[config.mk]
export PLATFORM = sky130hd
export DESIGN_NAME = uart_rx_fifo
export DESIGN_NICKNAME = d
export VERILOG_FILES = /design/src/rtl/uart_pkg.sv /design/src/rtl/uart_fifo_mem.sv /design/src/rtl/uart_rx_fifo.sv
export SDC_FILE = /design/constraint.sdc
export NUM_CORES = 1
export LEC_CHECK = 0
export ABC_AREA = 1
export CAP_MARGIN = 30
export CORE_ASPECT_RATIO = 0.7
export CORE_MARGIN = 4
export CORE_UTILIZATION = 54
export DETAILED_ROUTE_END_ITERATION = 12
export PLACE_DENSITY = 0.75
export SETUP_SLACK_MARGIN = 0.2
export SLEW_MARGIN = 20
export SYNTH_ARGS = -nofsm -noshare
export SYNTH_HDL_FRONTEND = slang
export SYNTH_SLANG_ARGS = --single-unit
[constraint.sdc]
create_clock -name clk -period 2.6 [get_ports clk]
set_clock_uncertainty 0.1 [all_clocks]
set_input_delay 0.26 -clock clk [delete_from_list [all_inputs] [get_ports clk]]
set_output_delay 0.26 -clock clk [all_outputs]
set_load 0.05 [all_outputs]
[src/rtl/uart_pkg.sv]
// Shared types and constants for the UART receive FIFO.
package uart_pkg;

   typedef logic [7:0] uart_byte_t;

   localparam int UART_DEF_DEPTH = 16;

   // Increment an 8-bit counter, holding at 255.
   function automatic logic [7:0] sat_inc8(input logic [7:0] v);
      return (v == 8'hFF) ? v : v + 8'd1;
   endfunction

endpackage

[src/rtl/uart_fifo_mem.sv]
// Byte storage for the UART receive FIFO: Depth x 8.
// One synchronous write port and one asynchronous read port.
module uart_fifo_mem
   import uart_pkg::*;
#(
   parameter  int Depth = UART_DEF_DEPTH,
   localparam int AW    = $clog2(Depth)
) (
   input  logic            clk,
   input  logic            i_we,
   input  logic [AW-1:0]   i_waddr,
   input  uart_byte_t      i_wdata,
   input  logic [AW-1:0]   i_raddr,
   output uart_byte_t      o_rdata
);

   uart_byte_t r_mem [Depth];

   // Write port; contents need no reset because pointers define validity.
   always_ff @(posedge clk) begin
      if (i_we) r_mem[i_waddr] <= i_wdata;
   end

   assign o_rdata = r_mem[i_raddr];

endmodule

[src/rtl/uart_rx_fifo.sv]
// UART receive FIFO: turns rxDone rising edges into byte pushes, buffers
// them, and reports occupancy plus sticky overflow / framing-error flags.
// Optional: define UART_RX_FIFO_STATS_EN to add saturating dropCount and
// errCount outputs.
module uart_rx_fifo
   import uart_pkg::*;
#(
   parameter int Depth           = UART_DEF_DEPTH,
   parameter int AlmostFullLevel = Depth - 4
) (
   input  logic                    clk,
   input  logic                    nReset,
   input  uart_byte_t              rxData,
   input  logic                    rxDone,
   input  logic                    rxErr,
   output uart_byte_t              outData,
   output logic                    outValid,
   input  logic                    outReady,
   output logic [$clog2(Depth):0]  count,
   output logic                    almostFull,
   output logic                    overflow,
   output logic                    frameErr,
   input  logic                    clrFlags
`ifdef UART_RX_FIFO_STATS_EN
   ,
   output logic [7:0]              dropCount,
   output logic [7:0]              errCount
`endif
);

   localparam int AW = $clog2(Depth);

   logic [AW:0] r_wptr, r_rptr;
   logic        r_done_d, r_armed, r_pend, r_wr;
   uart_byte_t  r_wdata;

   logic        w_rise, w_empty, w_full, w_pop, w_push, w_drop;
   logic [AW:0] w_count;
   uart_byte_t  w_rdata;

   // r_armed stays low after reset until rxDone is seen low, so a done
   // level held across reset release cannot masquerade as a new edge.
   assign w_rise   = rxDone & ~r_done_d & r_armed;
   assign w_empty  = (r_wptr == r_rptr);
   assign w_full   = (r_wptr[AW] != r_rptr[AW]) &&
                     (r_wptr[AW-1:0] == r_rptr[AW-1:0]);
   assign w_pop    = ~w_empty & outReady;
   // A pop in the same cycle frees the slot, so a full FIFO still accepts.
   assign w_push   = r_wr & (~w_full | w_pop);
   assign w_drop   = r_wr & w_full & ~w_pop;
   assign w_count  = r_wptr - r_rptr;

   assign count      = w_count;
   assign outValid   = ~w_empty;
   assign outData    = w_empty ? '0 : w_rdata;
   assign almostFull = (int'(w_count) >= AlmostFullLevel);

   // Edge detect and two-stage push pipeline: edge -> sample data -> write.
   always_ff @(posedge clk or negedge nReset) begin
      if (!nReset) begin
         r_done_d <= 1'b0;
         r_armed  <= 1'b0;
         r_pend   <= 1'b0;
         r_wr     <= 1'b0;
         r_wdata  <= '0;
      end else begin
         r_done_d <= rxDone;
         r_armed  <= r_armed | ~rxDone;
         r_pend   <= w_rise & ~rxErr;
         r_wr     <= r_pend;
         if (r_pend) r_wdata <= rxData;
      end
   end

   // Read/write pointers, one extra MSB to tell full from empty.
   always_ff @(posedge clk or negedge nReset) begin
      if (!nReset) begin
         r_wptr <= '0;
         r_rptr <= '0;
      end else begin
         if (w_push) r_wptr <= r_wptr + 1'b1;
         if (w_pop)  r_rptr <= r_rptr + 1'b1;
      end
   end

   // Sticky flags; a setting event beats a simultaneous clear.
   always_ff @(posedge clk or negedge nReset) begin
      if (!nReset) begin
         overflow <= 1'b0;
         frameErr <= 1'b0;
      end else begin
         overflow <= (overflow & ~clrFlags) | w_drop;
         frameErr <= (frameErr & ~clrFlags) | rxErr;
      end
   end

`ifdef UART_RX_FIFO_STATS_EN
   logic r_err_d;

   // Saturating event counters, zeroed by clrFlags.
   always_ff @(posedge clk or negedge nReset) begin
      if (!nReset) begin
         r_err_d   <= 1'b0;
         dropCount <= '0;
         errCount  <= '0;
      end else begin
         r_err_d <= rxErr;
         if (clrFlags) begin
            dropCount <= '0;
            errCount  <= '0;
         end else begin
            if (w_drop)            dropCount <= sat_inc8(dropCount);
            if (rxErr && !r_err_d) errCount  <= sat_inc8(errCount);
         end
      end
   end
`endif

   uart_fifo_mem #(.Depth(Depth)) u_mem (
      .clk     (clk),
      .i_we    (w_push),
      .i_waddr (r_wptr[AW-1:0]),
      .i_wdata (r_wdata),
      .i_raddr (r_rptr[AW-1:0]),
      .o_rdata (w_rdata)
   );

endmodule

# Yosys cells after proc, flatten, opt, wreduce, memory -nomap -nowiden
# Memory sizes are Yosys's and may differ from the RTL's.
# Cells that the tools add are included.
dict set report word_totals {
  ff_bits 24
  ramBits 128
  inputBits 14
  output_inout_bits 17
  wordCells 41
  mem_count 1
}
dict set report classes {
  add_sub_neg 3
  magnitude_cmp 1
  n_eq_ne 3
  muxes 3
  bitwise_logic 20
  n_reduce_logical 1
}
# name depth width read_ports rd_ports_with_merged_regs write_ports line
set memory_table {}
lappend memory_table {u_mem.r_mem 16 8 1 0 1 uart_fifo_mem.sv:17} ;# uart_byte_t r_mem [Depth];
# op n
set op_table {}
lappend op_table {{5-bit by 1-bit adder with 5-bit output (second input constant)} 2}
lappend op_table {{1-bit bitwise AND} 9}
lappend op_table {{8-bit 2-to-1 mux} 1}
lappend op_table {{1-bit NOT} 7}
lappend op_table {{5-bit == test} 1}
lappend op_table {{5-bit by 4-bit >= comparator with 1-bit output (second input constant)} 1}
lappend op_table {{5-bit subtractor} 1}
lappend op_table {{4-bit == test} 1}
lappend op_table {{1-bit OR} 4}
lappend op_table {{1-bit 2-to-1 mux} 2}
lappend op_table {{1-bit logical AND} 1}
lappend op_table {{1-bit inequality test} 1}

# Logic depth before layout (Yosys ltp)
dict set report depth {
  word_depth 7
  ltp_mapped 11
  ltp_nobuf 9
}

# Cells and area by module
# From an unflattened synthesis, not the netlist that was laid out.
dict set report hier_totals {
  hier_cells 697
  area_unflattened_um2 6934.2
}
# mod instances cells_each area_per_inst_um2 seq_area_each_um2
set by_module_without_submodules {}
lappend by_module_without_submodules {uart_fifo_mem 1 543 5606.6 3843.7}
lappend by_module_without_submodules {uart_rx_fifo 1 154 1327.5 600.6}

# Least setup slack after synthesis
# Ideal clock, no wire load.
dict set report synth_timing {
  path_kind {register to output}
  start {register r_rptr[1]}
  end {output outData[0]}
  arrival_time_ns 2.682
  required_ns 2.240
  path_slack_ns -0.442
  path_stages_with_launch 10
  n_path_buf 2
  cell_sequence {dfrtp_1 buf_2 clkinv_1 buf_2 ha_1 nand2_1 nor2_4 nand2_1 inv_1 a21oi_1}
}
dict set report synth_via {
  elab_chain_len 2
  word_cells_on_any_way 3
  cone_classes {1 x eq/ne; 1 x mux; 1 x memory}
}
# item line
set synth_lines {}
lappend synth_lines {{from (decl)} uart_rx_fifo.sv:33} ;# logic [AW:0] r_wptr, r_rptr;
lappend synth_lines {{from (signal assigned)} uart_rx_fifo.sv:82} ;# if (w_pop) r_rptr <= r_rptr + 1'b1;
lappend synth_lines {{memory 16 x 8 bit / 5-bit == test (equally long branches)} n/a}
lappend synth_lines {{8-bit 2-to-1 mux (*)} uart_rx_fifo.sv:55} ;# assign outData = w_empty ? '0 : w_rdata;
lappend synth_lines {{to (decl)} uart_rx_fifo.sv:16} ;# output uart_byte_t outData,
# Every way passes the cells marked *; elsewhere a longest branch is shown, timed or not.

# Worst setup path after layout
dict set report layout_timing {
  start {register r_rptr[0]}
  end {output outData[4]}
}
# The elaborated chain is that of the path after synthesis.

==> flow_summary_export.csv <==
group,metric,value,unit
cells_and_area,area_growth,33.02,%
grt,grt_pass1_wl,26600,µm
clocking,clk_path_buf_depth,2,
synth,synth_fp_nets,685,
synth,synth.top_cells.by_count,"241 x nand2_1, 128 x edfxtp_1, 100 x inv_1",
synth,synth_fa_ha_area_share,1.964,%
synth,ys.flop_type,"edfxtp_1",
synth,yosysUniqueCellTypes,28,
floorplanning,placementRows,33,
timing,hold_viol,0,
power_and_ir_drop,comb_power_share,57.1,%
synth,synth_edf_count,128,
cells_and_area,antenna_cells,0,
floorplanning,start_util,56.39,%
critical_path,cp_max_fo,6,
critical_path,slowest_stage,"dfrtp_2",
critical_path,reg2reg_to,"u_mem.r_mem[3][0]$_DFFE_PP_",
grt,grt_pass1_vias,4960,
synth,yosysSeqAreaShare,65.81,%
clocking,cts_tree,"yes",
critical_path,cp.required,2.24,ns
power_and_ir_drop,p_switching,5.441,mW
grt,antenna_found_initial,0,
timing,maxSlewHeadroom,43.52,%
clocking,cts_root_buffer,"clkbuf_16",
clocking,cts_buffers,17,
synth,ys_warn_count,0,
timing,max_freq,406.2,MHz
synth,synth.most_common_cell,"nand2_1",
timing,setup_violations,0,
synth,synthArstFlopShare,15.79,%
timing,rsz0062_at_grt,"yes",
synth,yosys.area.top_type,"edfxtp_1",
floorplanning,io_pins,31,
critical_path,critical_path.cell_chain,"buf_6 -> clkinv_8 -> buf_16 -> buf_6 -> nand2_1 -> nand3_1 -> nand3_2 -> nand3_2 -> a21oi_4 -> buf_12",
cells_and_area,n_fill_cell,702,
detailed_routing,wire_per_inst,21.01,µm
synth,netlist.area_leader.share,56.92,%
detailed_routing,viasPerCell,5.659,
critical_path,r2r_setup_slack,0.36,ns
critical_path,worst-r2r-cell-count,7,
synth,synth_compound_area_share,1.593,%
power_and_ir_drop,irDropWorstVdd,0.001566,V
synth,synth-xor-area-share,1.408,%
power_and_ir_drop,p_leak,3.863,nW
floorplanning,fp.coreArea,0.01197,mm²
detailed_routing,num_vias,5206,
power_and_ir_drop,seqPwrFrac,24.6,%
grt,grt_max_degree,35,
placed_design,portBuffers,30,
grt,grt-ovfl-total,0,
placed_design,place_congestion,0.8754,
placed_design,place_hpwl,10060,µm
synth,synth_top_family_by_area,"simple AND/OR/NAND/NOR gates",
synth,synth_seq_cells,152,
floorplanning,die_x,141.7,µm
run_status,status,"complete, no violations",
synth,synth_area_per_cell,10.22,µm²
floorplanning,fp.dieH,101.6,µm
detailed_routing,ant_nets,0,
grt,track_usage,24.59,%
critical_path,cp.arrival,2.10,ns
timing,period_share,94.68,%
synth,synthSimpleGateAreaFrac,20.14,%
detailed_routing,dr.pass1.iters,5,
power_and_ir_drop,clkPwrFrac,18.3,%
critical_path,cpPeakStageDelay,0.42,ns
critical_path,cp-start-kind,"register",
cells_and_area,regArea,0.004449,mm²
worst_hold_path,hp-class,"input port to asynchronous set/reset pin",
synth,synthCells,661,
cells_and_area,num-nets-final,774,
flow_run,maxCapViolCount,0,
synth,synth.area.top_cells,"edfxtp_1 57%, nand2_1 13%, dfrtp_1 8.9%, inv_1 5.6%, nand3_1 5.3%",
detailed_routing,wl,19330,µm
synth,synth.area.mux_share,1.334,%
clocking,path_clk_slew,0.06,ns
power_and_ir_drop,power,12.96,mW
power_and_ir_drop,power_density,1442,mW/mm²
timing,final_max_slew_viol_count,0,
timing,min_period,2.462,ns
cells_and_area,drive_above_1_share,26.74,%
critical_path,critPathKind,"register to output port",
clocking,clkLatencyLatePin,0.42,ns
clocking,htreeDepth,4,
timing,tightest_slew,0.8473,ns
critical_path,critPathCaptureType,"output port",
power_and_ir_drop,switching_share,41.99,%
clocking,clock_sinks,152,
critical_path,r2r_start,"r_wptr[1]$_DFFE_PN0P_",
cells_and_area,multi_input_area,0.002218,mm²
timing,setup_tns,0,ns
synth,synth_area,0.006753,mm²
floorplanning,dieArea,0.01439,mm²
power_and_ir_drop,p_int,7.515,mW
detailed_routing,route.detailed.drc,0,
detailed_routing,drt_iter0_drc,685,
[power by group through the flow]
stage	Clock, mW	Combinational (mW)	Sequential (mW)
CTS	2.37	6.24	3.16
finish	2.37	7.40	3.19
global route	2.48	7.73	3.21
global placement	0	5.45	3.21
detailed placement	0	5.57	3.22
floorplan	0	3.60	3.08
[cells in the final DEF, fill, tap and decap left out, types with 4 or more instances in the layout]
cell,count
a21oi_4,9
buf_12,19
buf_4,43
buf_6,7
clkbuf_16,22
clkdlybuf4s50_1,15
clkinv_4,6
clkinvlp_4,6
dfrtp_1,20
dfrtp_2,4
edfxtp_1,128
ha_1,5
ha_4,4
inv_1,93
inv_2,6
mux2_2,8
nand2_1,218
nand2_2,21
nand3_1,43
nand3_2,26
nor2_1,18
xor2_1,5
[logic make-up after synthesis]
family	after synthesis
xor+xnor	10
compound gates	18
fa+ha+maj	10
mux	8
buf+inv	128
flops	152
simple gates	335
[layer usage]
metal	GRT usage (%)	part of all wire, %	up-vias	wire length [µm]
li1	-	-	2296	-
met1	32.96	38	2488	7439
met2	40.64	49	349	9420
met3	5.663	9.3	73	1807
met4	7.522	3.4	0	661
met5	0	0	-	0
[flip-flops by register name, summed over array words and instances, names as in the netlist]
signal       flops
u_mem.r_mem    128
r_wdata          8
r_rptr           5
r_wptr           5
frameErr         1
overflow         1
r_armed          1
r_done_d         1
r_pend           1
r_wr             1
[layout make-up]
type	instances	area share (%)
timing repair inverter	1	0.09751
sequential	152	49.53
tap	157	2.187
multi-input combinational	381	24.70
timing repair buffer	92	12.41
clock inverter	12	1.435
clock buffer	20	4.861
inverter	105	4.778
[critical path: cells and delay by family, from the launching register on]
family | cells | cell delay, ns
buf+inv | 5 | 0.71
flops | 1 | 0.42
compound gates | 1 | 0.16
simple gates | 4 | 0.37
[stage by stage]
step                std cells  util [%]  hold slack (ns)  worst slack [ns]  instance area, µm²
floorplan                 661         -          -0.1356            0.2011                6930
global placement          851     63.67           0.2903            0.3671                7624
detailed placement        851     63.67           0.2942            0.2738                7624
CTS                       898     70.68           0.1015            0.1539                8463
global route              920     75.02           0.1254           0.05480                8982
finish                    920     75.02           0.1019            0.1384                8982
[worst max path at each step]
stage	start	end	slack [ns]	cells after the start
floorplan	r_rptr[2]$_DFFE_PN0P_	outData[0]	0.20	8
global placement	r_rptr[3]$_DFFE_PN0P_	outData[0]	0.37	8
detailed placement	r_rptr[3]$_DFFE_PN0P_	u_mem.r_mem[15][6]$_DFFE_PP_	0.27	7
CTS	r_wptr[0]$_DFFE_PN0P_	almostFull	0.15	9
global route	r_rptr[0]$_DFFE_PN0P_	outData[5]	0.05	10
finish	r_rptr[0]$_DFFE_PN0P_	outData[4]	0.14	10
[what timing repair did]
item,4_1_cts,5_1_grt
setup endpoints to repair,11,11
cloned,1,7
pin swaps,9,33
endpoints found under the hold margin,0,0
resized for setup,34,65
setup buffers,14,15
hold buffers,0,0
Power figures use the tool's default switching activity.
